File: config.mk
export PLATFORM = sky130hd
export DESIGN_NAME = alu_seq_core
export DESIGN_NICKNAME = d
export VERILOG_FILES = /design/src/rtl/alu_seq_core_pkg.sv /design/src/rtl/alu_seq_core_divider.sv /design/src/rtl/alu_seq_core.sv
export SDC_FILE = /design/constraint.sdc
export NUM_CORES = 1
export LEC_CHECK = 0
export CAP_MARGIN = 10
export CORE_MARGIN = 2
export CORE_UTILIZATION = 42
export CTS_CLUSTER_SIZE = 12
export DETAILED_ROUTE_END_ITERATION = 16
export GPL_TIMING_DRIVEN = 0
export PLACE_DENSITY = 0.64
export SYNTH_ARGS = -nofsm -noshare
export SYNTH_HDL_FRONTEND = slang
export SYNTH_SLANG_ARGS = --single-unit
export TNS_END_PERCENT = 20
File: constraint.sdc
create_clock -name CLK -period 4.36 [get_ports CLK]
set_input_delay 1.09 -clock CLK [delete_from_list [all_inputs] [get_ports CLK]]
set_output_delay 1.09 -clock CLK [all_outputs]
set_load 0.1 [all_outputs]
File: src/rtl/alu_seq_core_pkg.sv
// Shared types for the sequential ALU core: opcodes, flag bundle and FSM states.
package alu_seq_core_pkg;

   localparam int unsigned ALU_DATA_WIDTH = 8;

   typedef enum logic [3:0] {
      OP_ADD    = 4'h0,
      OP_SUB    = 4'h1,
      OP_MUL    = 4'h2,
      OP_DIV    = 4'h3,
      OP_AND    = 4'h4,
      OP_OR     = 4'h5,
      OP_NAND   = 4'h6,
      OP_NOR    = 4'h7,
      OP_XOR    = 4'h8,
      OP_XNOR   = 4'h9,
      OP_CMP_EQ = 4'hA,
      OP_CMP_GT = 4'hB,
      OP_SHR    = 4'hC,
      OP_SHL    = 4'hD,
      OP_ROR    = 4'hE,
      OP_ROL    = 4'hF
   } alu_op_e;

   typedef struct packed {
      logic cf;
      logic of;
      logic zf;
      logic ef;
   } alu_flags_t;

   typedef enum logic [1:0] {
      ST_IDLE = 2'd0,
      ST_DIV  = 2'd1,
      ST_HOLD = 2'd2
   } alu_seq_state_e;

endpackage

File: src/rtl/alu_seq_core_divider.sv
// Iterative restoring divider, one quotient bit per cycle; signed operands are
// divided as magnitudes and the signs applied to the outputs.
module alu_seq_divider
   import alu_seq_core_pkg::*;
#(
   parameter int unsigned W = ALU_DATA_WIDTH
) (
   input  logic         CLK,
   input  logic         RST,
   input  logic         start,
   input  logic         sgn,
   input  logic [W-1:0] dividend,
   input  logic [W-1:0] divisor,
   output logic         dbz,
   output logic         done,
   output logic [W-1:0] quotient,
   output logic [W-1:0] remainder,
   output logic         ovf
);
   localparam int unsigned CW = $clog2(W);

   logic          running;
   logic [CW-1:0] cnt;
   logic [W-1:0]  rem_r, quo_r, dvs_r;
   logic          neg_q, neg_r, ovf_r;
   logic [W:0]    shifted, trial;
   logic [W-1:0]  rem_n, quo_n, q_raw, r_raw;
   logic [W-1:0]  a_abs, b_abs;

   assign dbz = (divisor == '0);
   assign ovf = ovf_r;

   always_comb begin
      a_abs   = (sgn && dividend[W-1]) ? -dividend : dividend;
      b_abs   = (sgn && divisor[W-1]) ? -divisor : divisor;
      shifted = {rem_r, quo_r[W-1]};
      trial   = shifted - {1'b0, dvs_r};
      rem_n   = trial[W] ? shifted[W-1:0] : trial[W-1:0];
      quo_n   = {quo_r[W-2:0], ~trial[W]};
      done    = running && (cnt == '0);
      // On the final step the answer is still combinational; afterwards it is held in the registers.
      q_raw     = done ? quo_n : quo_r;
      r_raw     = done ? rem_n : rem_r;
      quotient  = neg_q ? -q_raw : q_raw;
      remainder = neg_r ? -r_raw : r_raw;
   end

   always_ff @(posedge CLK or negedge RST) begin
      if (!RST) begin
         running <= 1'b0;
         cnt     <= '0;
         rem_r   <= '0;
         quo_r   <= '0;
         dvs_r   <= '0;
         neg_q   <= 1'b0;
         neg_r   <= 1'b0;
         ovf_r   <= 1'b0;
      end else if (start) begin
         running <= 1'b1;
         cnt     <= CW'(W - 1);
         rem_r   <= '0;
         quo_r   <= a_abs;
         dvs_r   <= b_abs;
         neg_q   <= sgn && (dividend[W-1] ^ divisor[W-1]);
         neg_r   <= sgn && dividend[W-1];
         ovf_r   <= sgn && (dividend == {1'b1, {(W-1){1'b0}}}) && (divisor == '1);
      end else if (running) begin
         rem_r <= rem_n;
         quo_r <= quo_n;
         cnt   <= cnt - 1'b1;
         if (cnt == '0)
            running <= 1'b0;
      end
   end

endmodule

File: src/rtl/alu_seq_core.sv
// Registered, valid/ready ALU with iterative divide.
// Optional macro ALU_SEQ_SIGNED_EN adds the op_signed input for signed MUL/DIV/CMP_GT/SHR.
module alu_seq_core
   import alu_seq_core_pkg::*;
#(
   parameter int unsigned DATA_WIDTH  = ALU_DATA_WIDTH,
   parameter int unsigned OP_WIDTH    = 4,
   parameter int unsigned SHAMT_WIDTH = $clog2(DATA_WIDTH)
) (
   input  logic                    CLK,
   input  logic                    RST,
   input  logic                    in_valid,
   output logic                    in_ready,
   input  logic [OP_WIDTH-1:0]     op,
   input  logic [DATA_WIDTH-1:0]   a,
   input  logic [DATA_WIDTH-1:0]   b,
`ifdef ALU_SEQ_SIGNED_EN
   input  logic                    op_signed,
`endif
   output logic                    out_valid,
   input  logic                    out_ready,
   output logic [2*DATA_WIDTH-1:0] result,
   output logic                    cf,
   output logic                    of,
   output logic                    zf,
   output logic                    ef,
   output logic                    busy
);
   localparam int unsigned W = DATA_WIDTH;

   alu_seq_state_e   state, state_nxt;
   logic             out_valid_r, div_ef_r;
   logic [2*W-1:0]   result_r;
   alu_flags_t       flags_r;
   logic             sgn, accept, div_op;
   logic             load_alu, load_div, div_start;
   logic             div_dbz, div_done, div_ovf;
   logic [W-1:0]     div_quo, div_rem;

`ifdef ALU_SEQ_SIGNED_EN
   assign sgn = op_signed;
`else
   assign sgn = 1'b0;
`endif

   logic [SHAMT_WIDTH-1:0] shamt;
   logic [W:0]             sum, diff, shl_ext, shr_ext;
   logic [W-1:0]           rot_r, rot_l;
   logic [2*W-1:0]         prod, alu_res;
   logic                   a_eq_b, a_gt_b, fa, fb, known, is_cmp;
   alu_flags_t             alu_flags, div_flags;

   always_comb begin
      shamt   = b[SHAMT_WIDTH-1:0];
      fa      = sgn & a[W-1];
      fb      = sgn & b[W-1];
      sum     = {1'b0, a} + {1'b0, b};
      diff    = {1'b0, a} - {1'b0, b};
      shl_ext = {1'b0, a} << shamt;
      // Extra low bit catches the last bit shifted out; the fill bits give arithmetic shift.
      shr_ext = (W+1)'({{W{fa}}, a, 1'b0} >> shamt);
      rot_r   = W'({a, a} >> shamt);
      rot_l   = W'(({a, a} << shamt) >> W);
      prod    = {{W{fa}}, a} * {{W{fb}}, b};
      a_eq_b  = (a == b);
      a_gt_b  = sgn ? ($signed(a) > $signed(b)) : (a > b);
      alu_res   = '0;
      alu_flags = '0;
      known     = 1'b1;
      is_cmp    = 1'b0;
      case (op)
         OP_ADD: begin
            alu_res[W-1:0] = sum[W-1:0];
            alu_flags.cf   = sum[W];
            alu_flags.of   = (a[W-1] == b[W-1]) && (sum[W-1] != a[W-1]);
         end
         OP_SUB: begin
            alu_res[W-1:0] = diff[W-1:0];
            alu_flags.cf   = diff[W];
            alu_flags.of   = (a[W-1] != b[W-1]) && (diff[W-1] != a[W-1]);
         end
         OP_MUL: begin
            alu_res      = prod;
            alu_flags.of = sgn ? (prod[2*W-1:W] != {W{prod[W-1]}}) : (prod[2*W-1:W] != '0);
         end
         OP_DIV: begin
            alu_res      = '1;
            alu_flags.cf = 1'b1;
         end
         OP_AND:  alu_res[W-1:0] = a & b;
         OP_OR:   alu_res[W-1:0] = a | b;
         OP_NAND: alu_res[W-1:0] = ~(a & b);
         OP_NOR:  alu_res[W-1:0] = ~(a | b);
         OP_XOR:  alu_res[W-1:0] = a ^ b;
         OP_XNOR: alu_res[W-1:0] = ~(a ^ b);
         OP_CMP_EQ: begin
            alu_res[0] = a_eq_b;
            is_cmp     = 1'b1;
         end
         OP_CMP_GT: begin
            alu_res[0] = a_gt_b;
            is_cmp     = 1'b1;
         end
         OP_SHR: begin
            alu_res[W-1:0] = shr_ext[W:1];
            alu_flags.cf   = shr_ext[0];
         end
         OP_SHL: begin
            alu_res[W-1:0] = shl_ext[W-1:0];
            alu_flags.cf   = shl_ext[W];
            alu_flags.of   = shl_ext[W-1] != a[W-1];
         end
         OP_ROR: begin
            alu_res[W-1:0] = rot_r;
            alu_flags.cf   = (shamt != '0) && rot_r[W-1];
         end
         OP_ROL: begin
            alu_res[W-1:0] = rot_l;
            alu_flags.cf   = (shamt != '0) && rot_l[0];
         end
         default: known = 1'b0;
      endcase
      if (known) begin
         alu_flags.zf = !is_cmp && (alu_res == '0);
         alu_flags.ef = a_eq_b;
      end
   end

   alu_seq_divider #(.W(W)) u_div (
      .CLK       (CLK),
      .RST       (RST),
      .start     (div_start),
      .sgn       (sgn),
      .dividend  (a),
      .divisor   (b),
      .dbz       (div_dbz),
      .done      (div_done),
      .quotient  (div_quo),
      .remainder (div_rem),
      .ovf       (div_ovf)
   );

   always_comb begin
      div_flags    = '0;
      div_flags.of = div_ovf;
      div_flags.zf = (div_quo == '0);
      div_flags.ef = div_ef_r;
   end

   assign in_ready = (state == ST_IDLE) && (!out_valid_r || out_ready);
   assign accept   = in_valid && in_ready;
   assign div_op   = (op == OP_DIV);

   always_comb begin
      state_nxt = state;
      load_alu  = 1'b0;
      load_div  = 1'b0;
      div_start = 1'b0;
      case (state)
         ST_IDLE: begin
            if (accept) begin
               if (div_op && !div_dbz) begin
                  div_start = 1'b1;
                  state_nxt = ST_DIV;
               end else begin
                  load_alu = 1'b1;
               end
            end
         end
         ST_DIV: begin
            if (div_done) begin
               if (!out_valid_r || out_ready) begin
                  load_div  = 1'b1;
                  state_nxt = ST_IDLE;
               end else begin
                  state_nxt = ST_HOLD;
               end
            end
         end
         ST_HOLD: begin
            if (out_ready) begin
               load_div  = 1'b1;
               state_nxt = ST_IDLE;
            end
         end
         default: state_nxt = ST_IDLE;
      endcase
   end

   always_ff @(posedge CLK or negedge RST) begin
      if (!RST)
         state <= ST_IDLE;
      else
         state <= state_nxt;
   end

   always_ff @(posedge CLK or negedge RST) begin
      if (!RST) begin
         out_valid_r <= 1'b0;
         result_r    <= '0;
         flags_r     <= '0;
         div_ef_r    <= 1'b0;
      end else begin
         if (div_start)
            div_ef_r <= a_eq_b;
         if (load_alu) begin
            result_r <= alu_res;
            flags_r  <= alu_flags;
         end else if (load_div) begin
            result_r <= {div_rem, div_quo};
            flags_r  <= div_flags;
         end
         if (load_alu || load_div)
            out_valid_r <= 1'b1;
         else if (out_ready)
            out_valid_r <= 1'b0;
      end
   end

   assign out_valid = out_valid_r;
   assign result    = result_r;
   assign cf        = flags_r.cf;
   assign of        = flags_r.of;
   assign zf        = flags_r.zf;
   assign ef        = flags_r.ef;
   assign busy      = (state == ST_DIV);

endmodule

==> results.txt, run 1 <==
Counting both buffers and inverters, the worst setup path holds a total of 7. The multi-input combinational cells in the finished layout cover a total of 0.00613 sq mm. The tools report the via count of the routed design as 7914.

The number of warnings issued by yosys was 0; the synthesized flop and latch total was 52. The checks that failed: capacitance limit, slew limit, setup timing. The H-tree depth reported by CTS came out at 2.

Measured along the y axis, the die boundary spans 139 um. STA classifies the critical path endpoint as a flip-flop. The placed instances occupy a cell area of 0.00849 sq mm.

The synthesized net count is 1094, and the top fanout value on the critical path is 10. TritonCTS built the clock tree. The number of port buffers came out at 45. After the first detailed-routing iteration, the DRC count stood at 923. Total DRC errors in the routed layout: 0. OpenSTA, run right after detailed placement, puts the worst setup slack at -2.86 ns. The number of setup violations in the final report was 14; the total count of hold-check failures in the final report was 0. The via count normalized by instance count came out at 6.10. Type of the worst min-delay path: flip-flop to flip-flop. The number of flops mapped to enable cells by yosys was 0; the number of nets in the layout was 1205. The required arrival time at the worst endpoint is 4.57 ns, and the count of maximum capacitance violations is 1.

The tools report the global placement routability congestion as 1.03. The total area inside the core boundary comes to 0.0179 sq mm. The worst clock skew on the final layout was 0.00814 ns; the I/O pin count was 47. For the combined flip-flop and latch cell area, the log shows 0.00130 sq mm. For flop-to-flop paths, the worst setup slack is 0.67 ns.

In the synthesized netlist the async set-or-reset flop fraction comes to 100%. For the worst flop-to-flop path, the logic depth is 13. The flow ran to the end, but the final reports show violations. The starting utilization of the core area is 42.5%, and the fraction of layout cells with a size suffix above 1 is 20.3%. The die width is 139 um, and the average wire per standard cell is 21.8 um. The final critical-path share of the clock period came out at 129%. The standby leakage power is 4.23 nW, and the final global-route overflow total is 0.

The floorplan step defined a die boundary enclosing 0.0192 sq mm. The synthesized netlist occupies a cell area of 0.00761 sq mm. CTS saw 52 sinks.

For the worst-skew pair, the clock arrives at the later sink with an insertion delay of 0.30 ns. Summed over all layers, the routed wires come to 28400 um. Across every metal layer, demand over resource in global routing totals 28.9%.

Walking the worst path, the cells encountered are buf_4 -> buf_6 -> buf_8 -> buf_12 -> clkinvlp_4 -> nor2_4 -> fa_1 -> inv_1 -> fa_1 -> fa_1 -> inv_2 -> ha_4 -> a21oi_4 -> and3b_2 -> nor3_4 -> or4_1 -> a21o_1 -> a21oi_2 -> nand4b_1 -> or4_4 -> o32ai_2. The worst setup path is of the primary input to flip-flop kind. The proportion of synthesized chip area in sequential cells is 17.1%. The number of different library cells used by synthesis comes to 75. Setup repair after global routing could not meet its margin everywhere. For this run, the slowest stage of the critical path takes 0.54 ns. For the worst path setup slack after routing, the log shows -1.27 ns. Grouping stages by cell kind, the critical path spends the most delay in adder cells.

The run gives 581 uV as the largest vdd supply drop. TritonCTS created 5 clock buffers. The run gives 36 as the maximum number of pins on one net before global-route repair. The tools report the count of antenna-violating nets left after detailed routing as 0.

The endpoint identified for the worst register-to-register timing path is result[10]$_DFFE_PN0P_. The pin slew with the least headroom to its limit is 1.55 ns. In this run the deepest clock path goes through 2 buffers.

After clock tree synthesis, the clock-pin slew on the worst setup and hold paths is 0.07 ns. The cell count of the worst hold path was 1; the final antenna diode count was 0. The path with the worst hold slack has its endpoint at of$_DFFE_PN0P_. Based on the critical path, the design can be clocked at up to 177 MHz. Headroom to the max-slew limit came out at -4.82%. For this run, the detailed router's first-pass iteration total came to 5. The run gives 7 as the max-slew violation count. For this design the ratio of total power to cell area is 561 mW/mm^2.

The most used cell along the critical path was sky130_fd_sc_hd__fa_1. The average size of a mapped cell is 7.96 sq um. The finished cells cover 0.00960 sq mm. The area growth from synthesis to layout is 26.1%. The number of global-route vias before repair came out at 7565. The tools report the number of cell rows as 49. The top flip-flop cell by instance count after synthesis was sky130_fd_sc_hd__dfrtp_1. The worst setup path is launched from a primary input.

The initial antenna violation count was 1. The cell sitting at the root of the clock tree is a sky130_fd_sc_hd__clkbuf_16. The clock period minus worst slack came out at 5.63 ns. The worst register-to-register path begins at u_div.quo_r[7]$_DFFE_PN0P_. The filler cells instantiated in the layout total 1699.

The wire-length estimate of the detail-placed layout is 21300 um. After technology mapping, the gate count stands at 957. In this run the most critical hold path is launched from of$_DFFE_PN0P_.

On the critical path, the stage with the largest delay is an instance of sky130_fd_sc_hd__fa_1. STA puts the critical path data arrival time at 5.84 ns. The first global-routing pass estimated 43600 um of wire.
-- report_power, final --
part	switching [mW]	total, mW	internal, mW
Clock	0.207	0.426	0.219
Combinational	2.54	4.08	1.54
Sequential	0.171	0.881	0.711
-- worst max path at each step --
stage               slack (ns)  cells past startpoint  start        endpoint
floorplan                -1.30                     20   b[2]  zf$_DFFE_PN0P_
global placement         -2.82                     20   b[1]  zf$_DFFE_PN0P_
detailed placement       -2.86                     20   b[1]  zf$_DFFE_PN0P_
CTS                      -1.47                     21   b[2]  zf$_DFFE_PN0P_
global route             -1.42                     22   a[2]  zf$_DFFE_PN0P_
finish                   -1.27                     21   b[1]  zf$_DFFE_PN0P_
-- state kept, by name, summed over array words and instances (netlist names) --
register,count
cf,1
div_ef_r,1
ef,1
of,1
out_valid,1
result,16
state,2
u_div.cnt,3
u_div.dvs_r,8
u_div.quo_r,8
u_div.rem_r,8
u_div.running,1
zf,1
-- cell type report --
| type | instances | share of cell area (%) |
|---|---|---|
| Sequential cell | 52 | 13.6 |
| Tap cell | 229 | 2.98 |
| Inverter | 88 | 4.00 |
| Clock buffer | 5 | 1.30 |
| Timing Repair Buffer | 106 | 9.97 |
| Clock inverter | 3 | 0.287 |
| Buffer | 57 | 4.04 |
| Multi-Input combinational cell | 758 | 63.9 |
-- placed cells by master, fill, tap and decap left out, types with 7 or more instances in the layout --
| master | n |
|---|---|
| sky130_fd_sc_hd__a211oi_1 | 19 |
| sky130_fd_sc_hd__a21o_1 | 7 |
| sky130_fd_sc_hd__a21oi_1 | 45 |
| sky130_fd_sc_hd__a22oi_1 | 8 |
| sky130_fd_sc_hd__and2_1 | 9 |
| sky130_fd_sc_hd__buf_2 | 17 |
| sky130_fd_sc_hd__buf_4 | 52 |
| sky130_fd_sc_hd__buf_6 | 20 |
| sky130_fd_sc_hd__clkbuf_1 | 29 |
| sky130_fd_sc_hd__clkbuf_16 | 7 |
| sky130_fd_sc_hd__clkdlybuf4s50_1 | 28 |
| sky130_fd_sc_hd__clkinvlp_4 | 9 |
| sky130_fd_sc_hd__dfrtp_1 | 52 |
| sky130_fd_sc_hd__fa_1 | 36 |
| sky130_fd_sc_hd__ha_1 | 67 |
| sky130_fd_sc_hd__inv_1 | 67 |
| sky130_fd_sc_hd__inv_2 | 7 |
| sky130_fd_sc_hd__mux2i_1 | 41 |
| sky130_fd_sc_hd__nand2_1 | 73 |
| sky130_fd_sc_hd__nand2b_1 | 14 |
| sky130_fd_sc_hd__nand3_1 | 10 |
| sky130_fd_sc_hd__nor2_1 | 96 |
| sky130_fd_sc_hd__nor2_2 | 11 |
| sky130_fd_sc_hd__nor2_4 | 12 |
| sky130_fd_sc_hd__nor2b_1 | 9 |
| sky130_fd_sc_hd__nor3_1 | 21 |
| sky130_fd_sc_hd__nor4_1 | 12 |
| sky130_fd_sc_hd__o21ai_0 | 51 |
| sky130_fd_sc_hd__o22ai_1 | 13 |
| sky130_fd_sc_hd__or3_1 | 8 |
| sky130_fd_sc_hd__xnor2_1 | 13 |
| sky130_fd_sc_hd__xor2_1 | 16 |
-- routing by layer --
layer | global-route usage (%) | vias up | share of wire [%]
met4 | 7.97 | 0 | 2.8
met1 | 40.3 | 3840 | 43
met5 | 0 | - | 0
met2 | 46.4 | 406 | 45
li1 | - | 3610 | -
met3 | 5.32 | 58 | 9.1
-- cell usage after synthesis (5+ instances only) --
master	n	area share [%]
sky130_fd_sc_hd__a211oi_1	23	2.3
sky130_fd_sc_hd__a21o_1	7	0.69
sky130_fd_sc_hd__a21oi_1	50	3.3
sky130_fd_sc_hd__a22oi_1	8	0.79
sky130_fd_sc_hd__a31oi_1	6	0.49
sky130_fd_sc_hd__a32oi_1	6	0.69
sky130_fd_sc_hd__and2_1	10	0.82
sky130_fd_sc_hd__and3_1	6	0.49
sky130_fd_sc_hd__buf_2	20	1.3
sky130_fd_sc_hd__clkbuf_1	36	1.8
sky130_fd_sc_hd__dfrtp_1	52	17
sky130_fd_sc_hd__fa_1	39	10
sky130_fd_sc_hd__ha_1	74	12
sky130_fd_sc_hd__inv_1	85	4.2
sky130_fd_sc_hd__mux2_2	6	0.89
sky130_fd_sc_hd__mux2i_1	41	5.4
sky130_fd_sc_hd__nand2_1	77	3.8
sky130_fd_sc_hd__nand2b_1	14	1.2
sky130_fd_sc_hd__nand3_1	12	0.79
sky130_fd_sc_hd__nand3b_1	5	0.49
sky130_fd_sc_hd__nor2_1	118	5.8
sky130_fd_sc_hd__nor2b_1	10	0.82
sky130_fd_sc_hd__nor3_1	23	1.5
sky130_fd_sc_hd__nor4_1	13	1.1
sky130_fd_sc_hd__o21a_1	5	0.49
sky130_fd_sc_hd__o21ai_0	57	3.7
sky130_fd_sc_hd__o22ai_1	13	1.1
sky130_fd_sc_hd__o311ai_0	6	0.69
sky130_fd_sc_hd__o31ai_1	6	0.59
sky130_fd_sc_hd__or3_1	8	0.66
sky130_fd_sc_hd__or4_1	7	0.69
sky130_fd_sc_hd__xnor2_1	14	1.6
sky130_fd_sc_hd__xor2_1	19	2.2
-- kinds of logic (layout without fill, tap and decap cells) --
family,count (synthesis),in the layout,synth area share (%)
multiplexers,53,53,8.20
AND/OR/NAND/NOR,323,323,20.2
buffers and inverters,147,259,7.67
XOR/XNOR,33,33,3.80
adder cells (fa/ha/maj),113,113,22.4
AO/OA/AOI/OAI,236,236,20.7
flip-flops,52,52,17.1
-- per-stage QoR --
step                      instances  utilization [%]  setup TNS, ns  hold WS [ns]  power [mW]
after global routing           1298             53.6         -12.70         0.513        5.78
after detailed placement       1232             47.4         -33.57         0.474        4.46
after floorplan                 957                -          -9.39         0.467        3.60
after global placement         1231             47.3         -33.18         0.462        4.42
after CTS                      1285             52.1         -12.39         0.490        5.12
final                          1298             53.6         -10.27         0.482        5.38
-- repair_timing --
action | CTS | global route
setup buffers | 45 | 21
pin swaps | 26 | 54
gates resized for setup | 162 | 88
cloned | 0 | 0
setup endpoints to repair | 16 | 15
hold buffers | 0 | 0
(Power assumes the default switching activity.)
==> inputs of run 2 (changes only) <==
SLEW_MARGIN = 10   (was default)
==> results.txt, run 2 (synthesis results as in run 1) <==
The logs give 0 for the final global-route overflow total and 0 for the total count of hold-check failures in the final report. The top cell types in the final layout, fill and taps aside, are sky130_fd_sc_hd__nor2_1 (97), sky130_fd_sc_hd__nand2_1 (74), sky130_fd_sc_hd__inv_1 (71). Worst hold endpoint: of$_DFFE_PN0P_. The final reports fail on setup timing. The global placement routability congestion was 1.03; the final critical-path share of the clock period was 130%. The tools report the count of antenna-violating nets left after detailed routing as 0. In this design, the stage delay of the slowest critical-path cell is 0.54 ns. The total area of multi-input combinational cells was 0.00612 sq mm; the cell count of the worst hold path was 1.

The critical path is of the primary input to flip-flop type. The floorplan step set the die height to 139 um. Setup repair after global routing could not meet its margin everywhere. Commonest non-fill, non-tap cell in the layout: sky130_fd_sc_hd__nor2_1. In the final routed layout, each cell accounts on average for 21.6 um. The number of global-route vias before repair is 7559, and the worst clock skew on the final layout is 0.00588 ns. The reg-to-reg critical path startpoint is u_div.quo_r[7]$_DFFE_PN0P_. STA classifies the critical path endpoint as a flip-flop. Across every metal layer, demand over resource in global routing totals 28.3%.

The first global-routing pass estimated 43000 um of wire. Setup slack on the worst reg-to-reg path comes out at 0.71 ns. In this run the core area contains 49 standard-cell rows. The via count of the routed design is 7846, and the fraction of layout cells with a size suffix above 1 is 19.2%. The later-pin clock latency in the skew report is 0.30 ns.

After floorplanning, the core was sized to cover 0.0179 sq mm. The tools report the initial antenna violation count as 1. The logs give 1733 for the filler cell count and 4.57 ns for the required arrival time at the worst endpoint.

In this run the most critical hold path is launched from of$_DFFE_PN0P_. The maximum operating frequency was 177 MHz; the clock period minus worst slack was 5.66 ns. For the I/O pin count, the log shows 47. The tools report the H-tree depth reported by CTS as 2. The max-slew violation count was 0. During placement, the flow inserted port buffers numbering 45.

The cell that appears most often on the critical path is sky130_fd_sc_hd__fa_1. Number of setup violations in the final report: 14. Dividing the detail-routed via count by the number of cells gives 6.08. The number of antenna diodes in the final layout is 0. The combined flip-flop and latch cell area is 0.00130 sq mm.

The power per unit of standard cell area is 561 mW/mm^2. The worst path buffer plus inverter count was 5. Across the run, the number of max-cap violations was 0. For this configuration, the core starts out at a cell density of 42.5%. Detailed placement finished with a half-perimeter wire length of 21300 um.

The register with the most flip-flops in the layout has 16 of them. The run finished, with violations left. The total DRC errors in the routed layout was 0. At the pin with the least slew margin, the transition time is 1.05 ns. TritonCTS built the clock tree. Walking the worst path, the cells encountered are clkbuf_4 -> buf_6 -> clkinvlp_4 -> nor2_1 -> fa_2 -> fa_1 -> inv_1 -> fa_1 -> fa_1 -> inv_1 -> ha_4 -> a21oi_4 -> and3b_2 -> nor3_4 -> or4_1 -> a21o_1 -> a21oi_2 -> nand4b_1 -> or4_4 -> o32ai_2.

Buffers inserted during clock tree synthesis total 5. Total power for the finished layout comes to 5.32 mW. The min-delay analysis places its worst path in the category flip-flop to flip-flop. The slowest stage of the critical path belongs to the cell sky130_fd_sc_hd__fa_1.

At the worst endpoint, the arrival time is 5.87 ns. STA classifies the critical path startpoint as a primary input. The die width works out to 139 um. The area growth from synthesis to layout came out at 24.4%. The die covers 0.0192 sq mm. The worst pin sits at a relative slew slack of 29.6%.

Among cell families on the critical path, the largest total delay comes from adder cells. The count of TritonRoute iterations in the first routing pass was 5. The worst path setup slack after routing is -1.30 ns.

The top fanout value on the critical path works out to 5. The clock net in this run drives a total of 52 sinks. For the hold slack, the log shows 0.477 ns.

After detailed routing, the total wire length is 27900 um. IR analysis of the VDD net gives a maximum drop of 536 uV. The maximum number of pins on one net before global-route repair is 35.

In this run the clock root is driven by a sky130_fd_sc_hd__clkbuf_16. The analysis attributes to cell leakage a power of 4.17 nW. The net count of the finished layout is 1197. The number of cell instances on the worst register-to-register path is 13. The clock passes through at most 2 buffers. The first routing iteration left 832 violations. After clock tree synthesis, the clock-pin slew on the worst setup and hold paths is 0.07 ns. The tools report the worst flop-to-flop path endpoint as result[10]$_DFFE_PN0P_.
run 2: cell types whose count changed in the layout (fill, tap and decap cells not counted), moves of 2 or more:
cell / change
sky130_fd_sc_hd__nor2_4: -3
sky130_fd_sc_hd__clkbuf_4: +2
sky130_fd_sc_hd__inv_2: -4
sky130_fd_sc_hd__buf_6: -13
sky130_fd_sc_hd__buf_4: +4
sky130_fd_sc_hd__nor2_2: +2
sky130_fd_sc_hd__buf_8: -2
sky130_fd_sc_hd__inv_1: +4
run 2: worst max path at each step:
stage                     startpoint              to  slack, ns  depth (start not counted)
after floorplan                 b[2]  zf$_DFFE_PN0P_      -1.30                         20
after global placement          b[1]  zf$_DFFE_PN0P_      -2.82                         20
after detailed placement        b[1]  zf$_DFFE_PN0P_      -2.83                         20
after CTS                       b[2]  zf$_DFFE_PN0P_      -1.50                         21
after global routing            b[2]  zf$_DFFE_PN0P_      -1.43                         22
final                           a[3]  zf$_DFFE_PN0P_      -1.30                         20
run 2: where the power goes:
group	total (mW)	switching, mW	internal (mW)
clock network	0.423	0.204	0.219
logic	4.01	2.50	1.52
registers	0.882	0.171	0.711
run 2: repair_timing:
item | CTS | global route
gates resized for setup | 144 | 81
hold buffers | 0 | 0
setup endpoints to repair | 16 | 15
buffers inserted | 36 | 25
pin swaps | 21 | 47
run 2: final cells by class:
| cell class | instances | share of cell area [%] |
|---|---|---|
| multi-input combinational | 758 | 64.6 |
| sequential | 52 | 13.7 |
| clock inverter | 3 | 0.291 |
| timing repair buffer | 100 | 8.88 |
| tap | 229 | 3.02 |
| clock buffer | 5 | 1.32 |
| buffer | 55 | 4.11 |
| inverter | 88 | 4.03 |
run 2: metrics by stage:
step	cells	TNS, ns	setup WS, ns	utilization, %	cell area, sq um
detailed placement	1233	-33.31	-2.83	47.4	8490
floorplan	957	-9.39	-1.30	-	7730
global placement	1231	-33.18	-2.82	47.3	8470
finish	1290	-10.18	-1.30	52.9	9470
global route	1290	-12.60	-1.43	52.9	9470
CTS	1276	-12.93	-1.50	51.6	9230
run 2: metal layers:
metal / up-vias / wire (um) / track usage (%)
met4: 0 / 807 / 7.34
met3: 59 / 2060 / 3.28
met2: 350 / 12900 / 46.1
met5: - / 0 / 0
met1: 3838 / 12100 / 40.4
li1: 3599 / - / -
